### src/rtl/spike_rate_decoder_pkg.sv
// Shared types and helpers for the spike rate decoder.
// Latency: n/a (declarations only).
// Backpressure: n/a.
package spike_dec_pkg;

  // Default width of the rate counter, ISI counter and window length.
  localparam int CNT_W_DEFAULT = 8;

  // Window FSM: IDLE until the first enabled cycle, then RUN forever.
  typedef enum logic {
    IDLE = 1'b0,
    RUN  = 1'b1
  } win_state_t;

  // ISI FSM: nothing to measure until the first edge has been seen.
  typedef enum logic {
    WAIT_FIRST = 1'b0,
    MEASURE    = 1'b1
  } isi_state_t;

  // Increment that sticks at lim instead of wrapping.
  function automatic int unsigned sat_inc(input int unsigned v, input int unsigned lim);
    return (v >= lim) ? lim : v + 32'd1;
  endfunction

endpackage

### src/rtl/spike_rate_decoder_edge_detect.sv
// Rising-edge detector for the neuron spike line; optional 2-flop synchronizer (SPIKE_DEC_SYNC_EN).
// Latency: edge is combinational from the spike level (plus 2 enabled cycles when synchronized).
// Backpressure: none; ena low freezes the synchronizer and the prev register.
module spike_edge_detect (
  input  logic clk,
  input  logic rst_n,
  input  logic ena,
  input  logic spike_in,
  output logic spike_edge
);

  logic spike_lvl;
  logic prev;

`ifdef SPIKE_DEC_SYNC_EN
  logic sync_q1;
  logic sync_q2;

  // Two-flop synchronizer; frozen with the rest of the state when disabled.
  always_ff @(posedge clk or negedge rst_n) begin
    if (!rst_n) begin
      sync_q1 <= 1'b0;
      sync_q2 <= 1'b0;
    end else if (ena) begin
      sync_q1 <= spike_in;
      sync_q2 <= sync_q1;
    end
  end

  assign spike_lvl = sync_q2;
`else
  assign spike_lvl = spike_in;
`endif

  // Previous spike level; reset to 0 so a level held through reset reads as an edge.
  always_ff @(posedge clk or negedge rst_n) begin
    if (!rst_n) begin
      prev <= 1'b0;
    end else if (ena) begin
      prev <= spike_lvl;
    end
  end

  // A level held high for several cycles produces a single edge.
  assign spike_edge = ena & spike_lvl & ~prev;

endmodule

### src/rtl/spike_rate_decoder.sv
// Decodes a spike line into per-window spike counts and inter-spike intervals (SPIKE_DEC_SYNC_EN adds input sync).
// Latency: rate_out/isi_out update on the clock after the deciding cycle; valids pulse in the next enabled cycle.
// Backpressure: none; ena low freezes all state and holds back valid pulses until re-enabled.
module spike_rate_decoder
  import spike_dec_pkg::*;
#(
  parameter int          CNT_W   = CNT_W_DEFAULT,
  parameter int unsigned ISI_SAT = 2**CNT_W - 1
) (
  input  logic             clk,
  input  logic             rst_n,
  input  logic             ena,
  input  logic             spike_in,
  input  logic [CNT_W-1:0] window_len,
  output logic [CNT_W-1:0] rate_out,
  output logic             rate_valid,
  output logic [CNT_W-1:0] isi_out,
  output logic             isi_valid,
  output logic             isi_ovf,
  output logic             busy
);

  localparam int unsigned          ACC_MAX   = 2**CNT_W - 1;
  localparam logic [CNT_W-1:0]     ISI_SAT_V = CNT_W'(ISI_SAT);

  logic spike_edge;

  spike_edge_detect u_edge (
    .clk       (clk),
    .rst_n     (rst_n),
    .ena       (ena),
    .spike_in  (spike_in),
    .spike_edge(spike_edge)
  );

  // ---------------------------------------------------------------------------
  // Window FSM state
  // ---------------------------------------------------------------------------
  win_state_t       win_state;
  logic [CNT_W:0]   win_len;    // one extra bit so a zero setting can mean 2**CNT_W
  logic [CNT_W-1:0] wcnt;
  logic [CNT_W-1:0] acc;
  logic             rate_pend;

  logic [CNT_W:0]   len_sel;
  logic             win_last;
  logic [CNT_W-1:0] acc_next;

  // Window length as it will be latched at the next window start.
  always_comb begin
    len_sel = {1'b0, window_len};
    if (window_len == '0) begin
      len_sel = {1'b1, {CNT_W{1'b0}}};
    end
  end

  // Last cycle of the window, and the count including this cycle's edge.
  always_comb begin
    win_last = ({1'b0, wcnt} == (win_len - 1'b1));
    acc_next = acc;
    if (spike_edge) begin
      acc_next = CNT_W'(sat_inc(32'(acc), ACC_MAX));
    end
  end

  // Back-to-back windows: the last cycle publishes the count and starts the next window.
  always_ff @(posedge clk or negedge rst_n) begin
    if (!rst_n) begin
      win_state <= IDLE;
      win_len   <= '0;
      wcnt      <= '0;
      acc       <= '0;
      rate_out  <= '0;
      rate_pend <= 1'b0;
    end else if (ena) begin
      rate_pend <= 1'b0;
      case (win_state)
        IDLE: begin
          win_state <= RUN;
          win_len   <= len_sel;
          wcnt      <= '0;
          acc       <= '0;
        end
        RUN: begin
          if (win_last) begin
            rate_out  <= acc_next;
            rate_pend <= 1'b1;
            acc       <= '0;
            wcnt      <= '0;
            win_len   <= len_sel;
          end else begin
            acc  <= acc_next;
            wcnt <= wcnt + 1'b1;
          end
        end
        default: win_state <= IDLE;
      endcase
    end
  end

  // A pending pulse is only shown in an enabled cycle; otherwise it waits.
  assign rate_valid = rate_pend & ena;
  assign busy       = (win_state == RUN);

  // ---------------------------------------------------------------------------
  // ISI FSM state
  // ---------------------------------------------------------------------------
  isi_state_t       isi_state;
  logic [CNT_W-1:0] icnt;
  logic             isi_pend;
  logic [CNT_W-1:0] icnt_inc;

  // Interval counter step, pinned at the saturation value.
  always_comb begin
    icnt_inc = CNT_W'(sat_inc(32'(icnt), ISI_SAT));
  end

  // Measures enabled cycles between successive edges; the first edge only arms it.
  always_ff @(posedge clk or negedge rst_n) begin
    if (!rst_n) begin
      isi_state <= WAIT_FIRST;
      icnt      <= '0;
      isi_out   <= '0;
      isi_pend  <= 1'b0;
      isi_ovf   <= 1'b0;
    end else if (ena) begin
      isi_pend <= 1'b0;
      case (isi_state)
        WAIT_FIRST: begin
          if (spike_edge) begin
            isi_state <= MEASURE;
            icnt      <= CNT_W'(1);
          end
        end
        MEASURE: begin
          if (spike_edge) begin
            isi_out  <= icnt;
            isi_pend <= 1'b1;
            icnt     <= CNT_W'(1);
          end else begin
            icnt <= icnt_inc;
            if (icnt_inc == ISI_SAT_V) begin
              isi_ovf <= 1'b1;
            end
          end
        end
        default: isi_state <= WAIT_FIRST;
      endcase
    end
  end

  assign isi_valid = isi_pend & ena;

endmodule

### config.mk
export PLATFORM = sky130hd
export DESIGN_NAME = spike_rate_decoder
export DESIGN_NICKNAME = d
export VERILOG_FILES = /design/src/rtl/spike_rate_decoder_pkg.sv /design/src/rtl/spike_rate_decoder_edge_detect.sv /design/src/rtl/spike_rate_decoder.sv
export SDC_FILE = /design/constraint.sdc
export NUM_CORES = 1
export LEC_CHECK = 0
export ABC_AREA = 1
export CELL_PAD_IN_SITES_DETAIL_PLACEMENT = 1
export CELL_PAD_IN_SITES_GLOBAL_PLACEMENT = 1
export CORE_UTILIZATION = 45
export CTS_BUF_LIST = sky130_fd_sc_hd__clkbuf_16
export CTS_CLUSTER_SIZE = 12
export DETAILED_ROUTE_END_ITERATION = 7
export PLACE_DENSITY_LB_ADDON = 0.1
export SLEW_MARGIN = 20
export SYNTH_ARGS = -nofsm -noshare
export SYNTH_HDL_FRONTEND = slang
export SYNTH_SLANG_ARGS = --single-unit
### constraint.sdc
create_clock -name clk -period 4.15 [get_ports clk]
set_input_delay 0.415 -clock clk [delete_from_list [all_inputs] [get_ports clk]]
set_output_delay 0.415 -clock clk [all_outputs]
set_load 0.1 [all_outputs]
Word level (Yosys, flattened, before mapping)
Index checks and enable logic that the tools add are counted.

storage, ports and cells
  bits in registers = 55

cells by class
  add/sub/neg operators = 4
  order comparisons = 2
  equal/unequal tests = 4
  muxes and demuxes = 18
  bitwise logic cells = 8
  reduce and logical (&&, ||, !) cells = 6

operators with widths
  kind                                                       count
  two-way mux 8 bit                                          7
  case mux 8 bit (2 select lines)                            3
  adder 8 x 1 -> 8 bit (second input constant)               3
  two-way mux 9 bit                                          2
  case mux 9 bit (2 select lines)                            1
  greater-or-equal comparator 8 bit (second input constant)  2
  == test 8 x 9 -> 1 bit                                     1
  subtractor 9 x 1 -> 9 bit (second input constant)          1
  == test 8 bit (second input constant)                      1
  zero test 8 bit                                            1
  AND reduction 3 bit                                        2
  two-way mux 1 bit                                          5
  AND 1 bit                                                  4
  inverter 1 bit                                             4
  AND reduction 2 bit                                        2
  AND reduction 4 bit                                        1
  != test 2 x 1 -> 1 bit (second input constant)             1
  != test 2 bit (second input constant)                      1

Depth between registers and ports, before layout
  depth after elaboration = 5
  gate-level depth with buffers = 15

Cells and area by module
From an unflattened synthesis, not the netlist that was laid out.

unflattened totals
  cell total of the unflattened synthesis = 377
  area total of the unflattened synthesis = 2959.1 µm²

modules (own cells, without submodules)
  module              times used  cells an instance  area each (µm²)
  spike_rate_decoder  1           371                2912.8
  spike_edge_detect   1           6                  46.3

Least setup slack after synthesis
OpenSTA, ideal clock, no wires.

  kind = input to output
  start = in ena
  end = out isi_valid
  data arrival time = 1.832 ns
  data required time = 3.735 ns
  setup slack = 1.903 ns
  stages = 5
  buffers on the path = 3
  path through = buf_4 > buf_2 > buf_1 > nand2_1 > inv_1

on the way
  cells in the longest elaborated chain, start to end = 1

RTL lines
  what             line                       RTL
  start, declared  spike_rate_decoder.sv:12   input logic ena,
  AND 1 bit        spike_rate_decoder.sv:152  assign isi_valid = isi_pend & ena;
  end, declared    spike_rate_decoder.sv:18   output logic isi_valid,

Every way passes these cells.

Worst setup path after layout
  start = reg win_state, in the netlist busy
  end = out busy

RTL lines
  what                    line                      RTL
  start, declared         spike_rate_decoder.sv:39  win_state_t win_state;
  start signal, assigned  spike_rate_decoder.sv:69  win_state <= IDLE;
  start signal, assigned  spike_rate_decoder.sv:79  win_state <= RUN;
  start signal, assigned  spike_rate_decoder.sv:96  default: win_state <= IDLE;
  end, declared           spike_rate_decoder.sv:20  output logic busy

No word-level cell between the ends.

==> metrics.txt <==
CTS Buf Count=5; clk sinks=55; Syn Inst Count=369; Clock Latency Late Sink=0.29 ns; Layout Skew=0.00437 ns; GR Util All Layers=22.7%; Synth area leaders=dfrtp_1 (46%), nand2_1 (14%), inv_1 (5.4%); hold_buf cts=0; Reg2Reg Setup Slack=1.90 ns; routed vias=2479; pins over their slew limit=0; final setup margin=1.76 ns; area leader, netlist=dfrtp_1; Synth top area share=45.9%; routability cong.=0.811; Iter 0 DRT Violations=62; maximum clock path buffer count=2; GRT Max-Usage Layer=met2; Area growth, synth to finish=17.0%; Clock transition at path regs=0.07 ns; input/output buffers=31; CTS tree=yes; # fillers=784; Synth Area per Inst=8.13 µm²; critical path startpoint category=flop; post-synth cell types=37; DR WL/cell=15.4 µm; std cell rows=29; max_cap viols=0; Layout Nets=418; Die Y=83.6 µm; post-synthesis sequential area ratio=45.9%; Yosys warning count=0; fin crit share=57.6%; cell family with the largest share of critical-path delay=buffers and inverters; multi-input logic area=0.00139 mm²; top achievable clock speed=418 MHz; worst hold margin=0.0887 ns; Setup CP Type=reg2out; Synth Net Count=385; critical path arrival=1.98 ns; Worst Path Max Fanout=4; vias in the first global route=2617; Fin Setup TNS=0 ns; Die X-Extent=83.6 µm; die area=0.00699 mm²; worst path cell trace=clkdlybuf4s50_1; Power Density=718 mW/mm²; RSZ-0062 raised after global routing=no; num ports=32; layout cells sized above 1=11.4%; DP Worst Slack=1.55 ns; grt met2 use=38.7%; CP endpoint kind=output port; Initial Utilization=47.0%; largest net degree at the start of global routing=37; Leak=1.73 nW; Final Routed Wirelength=7370 µm; post-detail-place hpwl=5120 µm; crit-path max cell delay=1.19 ns; DRC=0; Final ANT Viol Nets=0; drt first pass iters=4; Worst Hold Class=in2async; count of final hold-check violations=0; Slew headroom=34.9%; Max IR drop VDD=0.000553 V; register area=0.00138 mm²; status=completed; Final min period=2.39 ns; GRT met3 Usage=3.07%; GRT met1 Usage=30.4%; first-pass GRT wire length=12600 µm; post-CTS sizing=0; Diodes inserted=0; Slowest-stage cell, CP=clkdlybuf4s50_1; measured slew at the worst slew-check pin=0.974 ns; mapped cell area=0.00300 mm²; Setup Buffers After CTS=0; antenna violations before repair=0; H-tree Lvls=2; Req. time, crit path=3.73 ns; CTS root buffer=clkbuf_16; GRT overflow=0; core region area=0.00639 mm²; Buf/Inv on CP=1; synthesized flop and latch total=55; final setup fails=0; Vias/cell=5.16
cells in the final DEF (no fill, tap or decap), types with 2 or more instances in the layout:
cell / synthesis / routed
a21oi_2: 6 / 6
nand4_1: 2 / 2
nor4_1: 2 / 2
nand3_1: 30 / 30
or2_2: 3 / 3
clkdlybuf4s50_1: 0 / 28
nor2_1: 25 / 25
dfrtp_1: 55 / 55
xor2_1: 14 / 14
nor3_1: 5 / 5
clkbuf_16: 0 / 5
nand2_4: 2 / 2
ha_1: 4 / 4
nand2_1: 108 / 108
inv_1: 43 / 43
inv_2: 2 / 2
o21ai_1: 2 / 2
o21ai_0: 19 / 19
o22ai_1: 8 / 8
nor2_4: 3 / 3
nand3_2: 7 / 7
nand2_2: 4 / 4
o21ai_2: 4 / 4
buf_4: 1 / 4
a21oi_1: 6 / 6
clkinv_1: 1 / 2
cells in the mapped netlist, drive strengths merged:
master,n
clkbuf,2
nor3,5
nand3,37
o22ai,8
dfrtp,55
nand4,2
buf,5
and2,1
mux2i,1
nor2,29
mux2,1
o21ai,25
clkinv,1
xnor2,1
inv,45
xor2,14
a21oi,12
ha,4
nand2,115
nor4,2
or2,3
o211ai,1
flip-flops by register name (all words and copies together) (netlist names), 8 cells and up:
| name | flops |
|---|---|
| icnt | 8 |
| rate_out | 8 |
| isi_out | 8 |
| acc | 8 |
| wcnt | 8 |
| win_len | 9 |
per-stage QoR:
step | power, mW | util [%] | cell area, µm² | cells
after detailed placement | 2.05 | 52.4 | 3350 | 472
after CTS | 2.54 | 55.0 | 3510 | 480
final | 2.52 | 55.0 | 3510 | 480
after global placement | 2.00 | 52.4 | 3350 | 472
after global routing | 2.69 | 55.0 | 3510 | 480
after floorplan | 1.76 | - | 3000 | 369
layer usage:
layer	vias to the layer above	wire length (µm)	share of wire, %
met4	0	77	1.0
met3	7	154	2.1
li1	1240	-	-
met2	34	3640	49
met1	1198	3500	48
met5	-	0	0
layout make-up:
| type | instances | share of cell area (%) |
|---|---|---|
| multi-input combinational | 261 | 39.5 |
| clock buffer | 5 | 3.57 |
| tap | 77 | 2.75 |
| timing repair buffer | 33 | 8.98 |
| clock inverter | 3 | 1.11 |
| inverter | 46 | 4.92 |
| sequential | 55 | 39.2 |
power breakdown:
part           total (mW)  internal [mW]  switching [mW]
combinational        1.20          0.364           0.837
clock               0.474          0.282           0.192
sequential          0.845          0.690           0.155
total                2.52           1.34            1.18
final timing paths:
path / startpoint / end / cells after the start
worst min-delay path: rst_n / isi_out[7]$_DFFE_PN0P_ / 1
min in group clk: rate_out[5]$_DFFE_PN0P_ / rate_out[5]$_DFFE_PN0P_ / 2
max in group asynchronous: rst_n / acc[3]$_DFFE_PN0P_ / 2
worst max register to register: win_len[0]$_DFFE_PN0P_ / rate_out[2]$_DFFE_PN0P_ / 14
worst min register to register: rate_out[5]$_DFFE_PN0P_ / rate_out[5]$_DFFE_PN0P_ / 2
worst max-delay path: busy$_DFFE_PN0P_ / busy / 1
cell families after synthesis:
| family | after synthesis | share of synthesized area (%) |
|---|---|---|
| and+or+nand+nor | 194 | 30.1 |
| DFF | 55 | 45.9 |
| buffers and inverters | 53 | 7.93 |
| AOI/OAI and AO/OA | 46 | 9.35 |
| xor gates and xnor gates | 15 | 4.38 |
| adders and majority gates | 4 | 1.67 |
| muxes | 2 | 0.709 |
No activity file was read; power rests on OpenSTA's default activity.
